==> config.mk <==
export PLATFORM = sky130hd
export DESIGN_NAME = fbus_sram16
export DESIGN_NICKNAME = d
export VERILOG_FILES = /design/src/rtl/fbus_sram16.sv
export SDC_FILE = /design/constraint.sdc
export NUM_CORES = 1
export LEC_CHECK = 0
export BUFFER_PORTS_ARGS = -buffer_cell sky130_fd_sc_hd__buf_2
export CORE_MARGIN = 1
export CORE_UTILIZATION = 30
export DETAILED_ROUTE_END_ITERATION = 8
export HOLD_SLACK_MARGIN = 0.15
export PLACE_DENSITY = 0.59
export SYNTH_ARGS = -nofsm -noshare
export SYNTH_HDL_FRONTEND = slang
export SYNTH_SLANG_ARGS = --single-unit
==> constraint.sdc <==
create_clock -name clk_i -period 5.25 [get_ports clk_i]
set_input_delay 0.2625 -clock clk_i [delete_from_list [all_inputs] [get_ports clk_i]]
set_output_delay 0.2625 -clock clk_i [all_outputs]
set_load 0.005 [all_outputs]
==> src/rtl/fbus_sram16.sv <==
// fbus_sram16: F-bus responder fetching 32-bit words as two half-word reads from a 16-bit async SRAM.
// Define FBUS_SRAM16_RANGE_EN to answer fetches outside the top-of-memory window with 32'h0 immediately.
module fbus_sram16 #(
    parameter int AW   = 20,
    parameter int WAIT = 1
) (
    input  logic          clk_i,
    input  logic          reset_ni,
    input  logic          f_cyc_i,
    input  logic [63:2]   f_adr_i,
    output logic          f_ack_o,
    output logic [31:0]   f_dat_o,
    output logic [AW-1:1] m_adr_o,
    output logic          m_oe_o,
    input  logic [15:0]   m_dat_i
);
    if (WAIT > 15) begin : g_wait_chk
        $error("fbus_sram16: WAIT must be 0..15");
    end
    localparam logic [3:0] W = 4'(WAIT);
    typedef enum logic [1:0] {IDLE, LO, HI, ACK} state_t;
    state_t          state_q, state_d;
    logic [3:0]      cnt_q, cnt_d;
    logic [AW-1:2]   adr_q, adr_d;
    logic [31:0]     dat_q, dat_d;
    logic [AW-1:1]   madr_q, madr_d;
    logic            oe_q, oe_d;
    logic            in_range;
`ifdef FBUS_SRAM16_RANGE_EN
    assign in_range = &f_adr_i[63:AW];
`else
    logic unused_hi;
    assign unused_hi = ^f_adr_i[63:AW];
    assign in_range  = 1'b1;
`endif
    always_comb begin
        state_d = state_q;
        cnt_d   = cnt_q;
        adr_d   = adr_q;
        dat_d   = dat_q;
        madr_d  = madr_q;
        oe_d    = oe_q;
        case (state_q)
            IDLE: if (f_cyc_i) begin
                if (!in_range) begin
                    dat_d   = '0;
                    state_d = ACK;
                end else begin
                    adr_d   = f_adr_i[AW-1:2];
                    cnt_d   = W;
                    madr_d  = {f_adr_i[AW-1:2], 1'b0};
                    oe_d    = 1'b1;
                    state_d = LO;
                end
            end
            LO: if (!f_cyc_i) begin
                oe_d    = 1'b0;
                state_d = IDLE;
            end else if (cnt_q != 4'd0) begin
                cnt_d = cnt_q - 4'd1;
            end else begin
                dat_d[15:0] = m_dat_i;
                madr_d      = {adr_q, 1'b1};
                cnt_d       = W;
                state_d     = HI;
            end
            HI: if (!f_cyc_i) begin
                oe_d    = 1'b0;
                state_d = IDLE;
            end else if (cnt_q != 4'd0) begin
                cnt_d = cnt_q - 4'd1;
            end else begin
                dat_d[31:16] = m_dat_i;
                oe_d         = 1'b0;
                state_d      = ACK;
            end
            default: state_d = IDLE;
        endcase
    end
    always_ff @(posedge clk_i or negedge reset_ni) begin
        if (!reset_ni) begin
            state_q <= IDLE;
            cnt_q   <= '0;
            adr_q   <= '0;
            dat_q   <= '0;
            madr_q  <= '0;
            oe_q    <= 1'b0;
        end else begin
            state_q <= state_d;
            cnt_q   <= cnt_d;
            adr_q   <= adr_d;
            dat_q   <= dat_d;
            madr_q  <= madr_d;
            oe_q    <= oe_d;
        end
    end
    // An aborted fetch that reaches ACK must stay silent, so ack is gated by the live request.
    assign f_ack_o = (state_q == ACK) & f_cyc_i;
    assign f_dat_o = dat_q;
    assign m_adr_o = madr_q;
    assign m_oe_o  = oe_q;
endmodule

* Word-level counts from Yosys, hierarchy flattened
Cells that the tools add are included.
W data, S select, Z words.
** Cells by class
- Bitwise logic cells :: 2
- Equal/unequal tests :: 11
- Reductions and logical operators :: 11
- Add/sub/neg operators :: 1
- Mux-type cells :: 21
** Operators with widths (number)
- $mux W19 :: 3
- $pmux W19 S2 :: 1
- $mux W4 :: 5
- $ne A2 B2 Y1 const B :: 6
- $pmux W4 S3 :: 1
- $mux W2 :: 5
- $reduce_and A3 Y1 :: 3
- $reduce_and A4 Y1 :: 2
- $ne A3 B3 Y1 const B :: 2
- $pmux W2 S3 :: 1
- $reduce_and A5 Y1 :: 1
- $eq A2 B2 Y1 const B :: 2
- $mux W1 :: 4
- $reduce_bool A4 Y1 :: 1
- $sub A4 B1 Y4 const B :: 1
- $pmux W1 S3 :: 1
- $reduce_bool A3 Y1 :: 1
- $eq A2 B1 Y1 const B :: 1
- $logic_not A2 Y1 :: 1
- $reduce_and A2 Y1 :: 1
- $reduce_bool A2 Y1 :: 1
- $and A1 B1 Y1 :: 1
- $not A1 Y1 :: 1
** Storage, ports and cells
- Bits in registers :: 76
- Output and inout bits :: 53

* Logic depth before layout (Yosys ltp)
- Depth after elaboration :: 4
- Gate-level depth with buffers :: 8
- Gate-level depth less buffers :: 6

* Worst setup path before layout
No wires, ideal clock.
- Path type :: register to register
- From :: register cnt_q[0]
- To :: register dat_q[21] (netlist: f_dat_o[21])
- Slack :: 3.381 ns
- Arrival time :: 1.745 ns
- Stages on the path, launching flop included :: 8
- Buffers on the path :: 2
- Clock period less this slack :: 1.869 ns
- Data required time :: 5.125 ns
- Library setup time :: 0.125 ns
- Path through :: dfrtp_1 > inv_1 > ha_1 > or3b_1 > buf_6 > nor2_8 > buf_4 > mux2_2
** On the way
- Cells in the longest elaborated chain, start to end :: 3
** RTL lines
- from (decl) :: line 23 : logic [3:0] cnt_q, cnt_d;
- from (signal assigned) :: line 90 : cnt_q <= cnt_d;
- $reduce_bool A4 Y1 :: line 70 : end else if (cnt_q != 4'd0) begin
- $not A1 Y1 (no line)
- $reduce_and A3 Y1 (no line)
- to (signal assigned) :: line 92 : dat_q <= dat_d;
- to (decl) :: line 25 : logic [31:0] dat_q, dat_d;
No other way between the ends.
A chain may end at the register's enable or synchronous reset.

* Final worst setup path
- From :: register state_q[1]
- To :: register madr_q (netlist bit m_adr_o[13])
** On the way
- Cells in the longest elaborated chain, start to end :: 3
** RTL lines
- from (decl) :: line 22 : state_t state_q, state_d;
- from (signal assigned) :: line 89 : state_q <= state_d;
- $eq A2 B1 Y1 or $logic_not A2 Y1 (tied branches) :: line 43 : case (state_q)
- $ne A2 B2 Y1 (no line) or $reduce_bool A2 Y1 (tied branches)
- $reduce_and A4 Y1 (no line)
- to (signal assigned) :: line 93 : madr_q <= madr_d;
- to (decl) :: line 26 : logic [AW-1:1] madr_q, madr_d;
Parallel ways exist; a longest one is shown, timed or not.

==> metrics.txt <==
status finished, final reports clean; switch share 33.71%; largest family of logic cells by synthesized area multiplexers; clock skew 0.009430 ns; critical path capture point type flop; grt ovf 0; clock sink count 76; per-cell routed wire length about 13 µm; commonest non-fill, non-tap cell in the layout buf_2; CTS tree done; Yosys top cell area share 57.79%; Pins Over Slew Limit 0; clock root buffer clkbuf_8; Synth cell types 32; std cell rows 37; VDD IR max 0.0002103 V; GRT Total Usage 12.82%; Comb power frac 39.3%; layout cells sized above 1 approximately 43%; worst path required time 5.52 ns; worst-path maximum fanout 36; adder-cell share of the synthesized area 2.662%; DRC 0; Max transition margin 34.00%; register area share after synthesis 57.79%; NetSw 0.7827 mW; HP Class in2reg; post-synthesis cell area 3291 µm²; clk_lat worst skew 0.34 ns; area grow syn2layout 31.06%; final WL 6790 µm; Inserted Diodes 0; Simple-Gate Fraction of Synth Area 6.274%; #FFs+latches synth 76; setup violators final 0; WP data arrival between 2 and 3 ns; Placeable Area 10,460 µm²; CTS clk-pin slew, worst paths 0.08 ns; final worst path period share a little under half; length of the first detailed-routing pass in iterations 4; H-Tree Depth 3; fmax 0.4042 GHz; fin util 41.22%; Post-Syn Area per Cell 13.43 µm²; Int Pwr 1.539 mW; most frequent cells in the layout 88 x buf_2, 76 x dfrtp_1, 50 x mux2_2; initial DRC count 72; Layout Nets 452; Synth area leader dfrtp_1; area of the die 11,390 µm²; TritonCTS buffer count 9; I/O pin total 134; Tightest Pin Transition slightly below 1 ns; Net Count, Synth roughly 330; Final TNS setup 0 ns; clock buffer depth 2; GPL Wtd Cong 0.7568; Post-Synth XOR/XNOR Area 0%; post-route ant nets 0; Synth area leaders dfrtp_1 58%, mux2_2 17%, mux2i_1 5.8%; initial antenna violation count 0; die height 106.7 µm; Mapped Cells 245; crit path kind reg2reg; final HPWL from detailed placement 4327 µm; register share of total power approximately two fifths; largest net degree at the start of global routing 77; RSZ-0062 raised after global routing false; mux contribution to synthesized area between 20% and 30%; Hold Fails Final Rpt 0; Pwr Density 538.3 nW/µm²; Starting Density 31.45%; vias post-DR 2,304; Via-to-Cell Ratio 4.562; Clock power frac approximately a fifth; global-route wire length before repair 11,330 µm; clock period minus worst slack ~2.5 ns; leakage power 2.068 nW; die width 106.7 µm; compound-cell area share of the yosys netlist 7.148%; IO buf count 89; Ys Warns 0; Max-Cap Viols 0; CP Launch Type flop; vias in the first global route between 2,000 and 2,500
==> power groups by stage <==
stage	registers, mW	clock network, mW	logic, mW
after floorplan	0.981	0	0.630
final	0.968	0.441	0.913
after detailed placement	0.981	0	0.918
after global placement	0.968	0	0.898
after global routing	1.00	0.483	1.04
after CTS	0.971	0.465	0.934
==> final cells by class <==
| type | instances | area [µm²] |
|---|---|---|
| multi-input cells | 153 | 1282 |
| fillers | 1051 | 6150 |
| clock inverters | 4 | 48.80 |
| inverters | 5 | 18.77 |
| well taps | 136 | 170.2 |
| repair buffers | 119 | 745.7 |
| clock buffers | 12 | 145.1 |
| flip-flops and latches | 76 | 1902 |
==> cell families after synthesis <==
kind of cell,count (synthesis)
multiplexers,69
buffers and inverters,16
adder cells (fa/ha/maj),7
flip-flops,76
AO/OA/AOI/OAI,36
AND/OR/NAND/NOR,41
==> worst max-delay path, cell delays in order (launching register included) <==
cell,delay [ns]
dfrtp_1,0.48
inv_1,0.11
ha_1,0.14
buf_4,0.36
o21ai_0,0.26
o22ai_4,0.78
nor2_1,0.12
a21oi_2,0.13
==> registers in the layout (all words and copies together), names as in the netlist <==
signal,count
state_q,2
f_dat_o,32
cnt_q,4
adr_q,18
m_oe_o,1
m_adr_o,19
==> worst paths after layout <==
path / start / endpoint / slack [ns] / cells past startpoint
worst max-delay path: state_q[1]$_DFFE_PN0P_ / m_adr_o[13]$_DFFE_PN0P_ / 2.78 / 7
worst min-delay path: f_adr_i[10] / adr_q[10]$_DFFE_PN0P_ / 0.17 / 2
worst max register to register: state_q[1]$_DFFE_PN0P_ / m_adr_o[13]$_DFFE_PN0P_ / 2.78 / 7
worst min register to register: f_dat_o[17]$_DFFE_PN0P_ / f_dat_o[17]$_DFFE_PN0P_ / 0.50 / 1
max in group asynchronous: reset_ni / cnt_q[3]$_DFFE_PN0P_ / 3.98 / 2
min in group asynchronous: reset_ni / f_dat_o[2]$_DFFE_PN0P_ / 0.61 / 2
==> through the flow <==
stage | setup WS [ns] | cells | instance area [µm²] | power [mW] | hold slack [ns]
6_report | 2.776 | 505 | 4313 | 2.322 | 0.1724
5_1_grt | 2.435 | 505 | 4313 | 2.523 | 0.1631
4_1_cts | 2.720 | 505 | 4313 | 2.370 | 0.1504
3_5_place_dp | 2.734 | 460 | 3829 | 1.899 | 0.4902
3_3_place_gp | 2.776 | 460 | 3829 | 1.866 | 0.4817
2_1_floorplan | 3.381 | 245 | 3291 | 1.611 | -0.03309
==> routing by layer <==
metal	wire [µm]	global-route usage [%]	vias up
li1	-	-	1099
met1	3056	14.66	1126
met2	3252	22.30	68
met3	376	3.647	11
met4	106	5.479	0
met5	0	0	-
==> timing repair <==
item | in CTS | in global routing
hold buffers | 29 | 0
endpoints found under the hold margin | 113 | 0
gates resized for setup | 0 | 0
endpoints found under the setup margin | 0 | 0
setup buffers | 0 | 0
==> cell usage after synthesis <==
| library cell | instances |
|---|---|
| a32oi_1 | 1 |
| mux2i_1 | 19 |
| a21oi_1 | 16 |
| buf_2 | 4 |
| nor2b_1 | 3 |
| and3_1 | 1 |
| nand4_1 | 1 |
| o211ai_1 | 1 |
| nand2_1 | 4 |
| mux2_2 | 50 |
| nor2_1 | 23 |
| a21o_1 | 1 |
| o2bb2ai_1 | 2 |
| nor3_1 | 1 |
| o41ai_1 | 1 |
| or3b_1 | 1 |
| o22ai_4 | 1 |
| and2_1 | 1 |
| nand2b_1 | 2 |
| nor3b_1 | 2 |
| dfrtp_1 | 76 |
| nor2_8 | 1 |
| buf_6 | 4 |
| o31ai_1 | 1 |
| a21oi_2 | 3 |
| o21a_1 | 1 |
| ha_1 | 7 |
| buf_4 | 3 |
| o21ai_0 | 7 |
| or2_2 | 1 |
| inv_1 | 5 |
| a2111oi_0 | 1 |
Note: power is estimated with default switching activity, not from simulation.
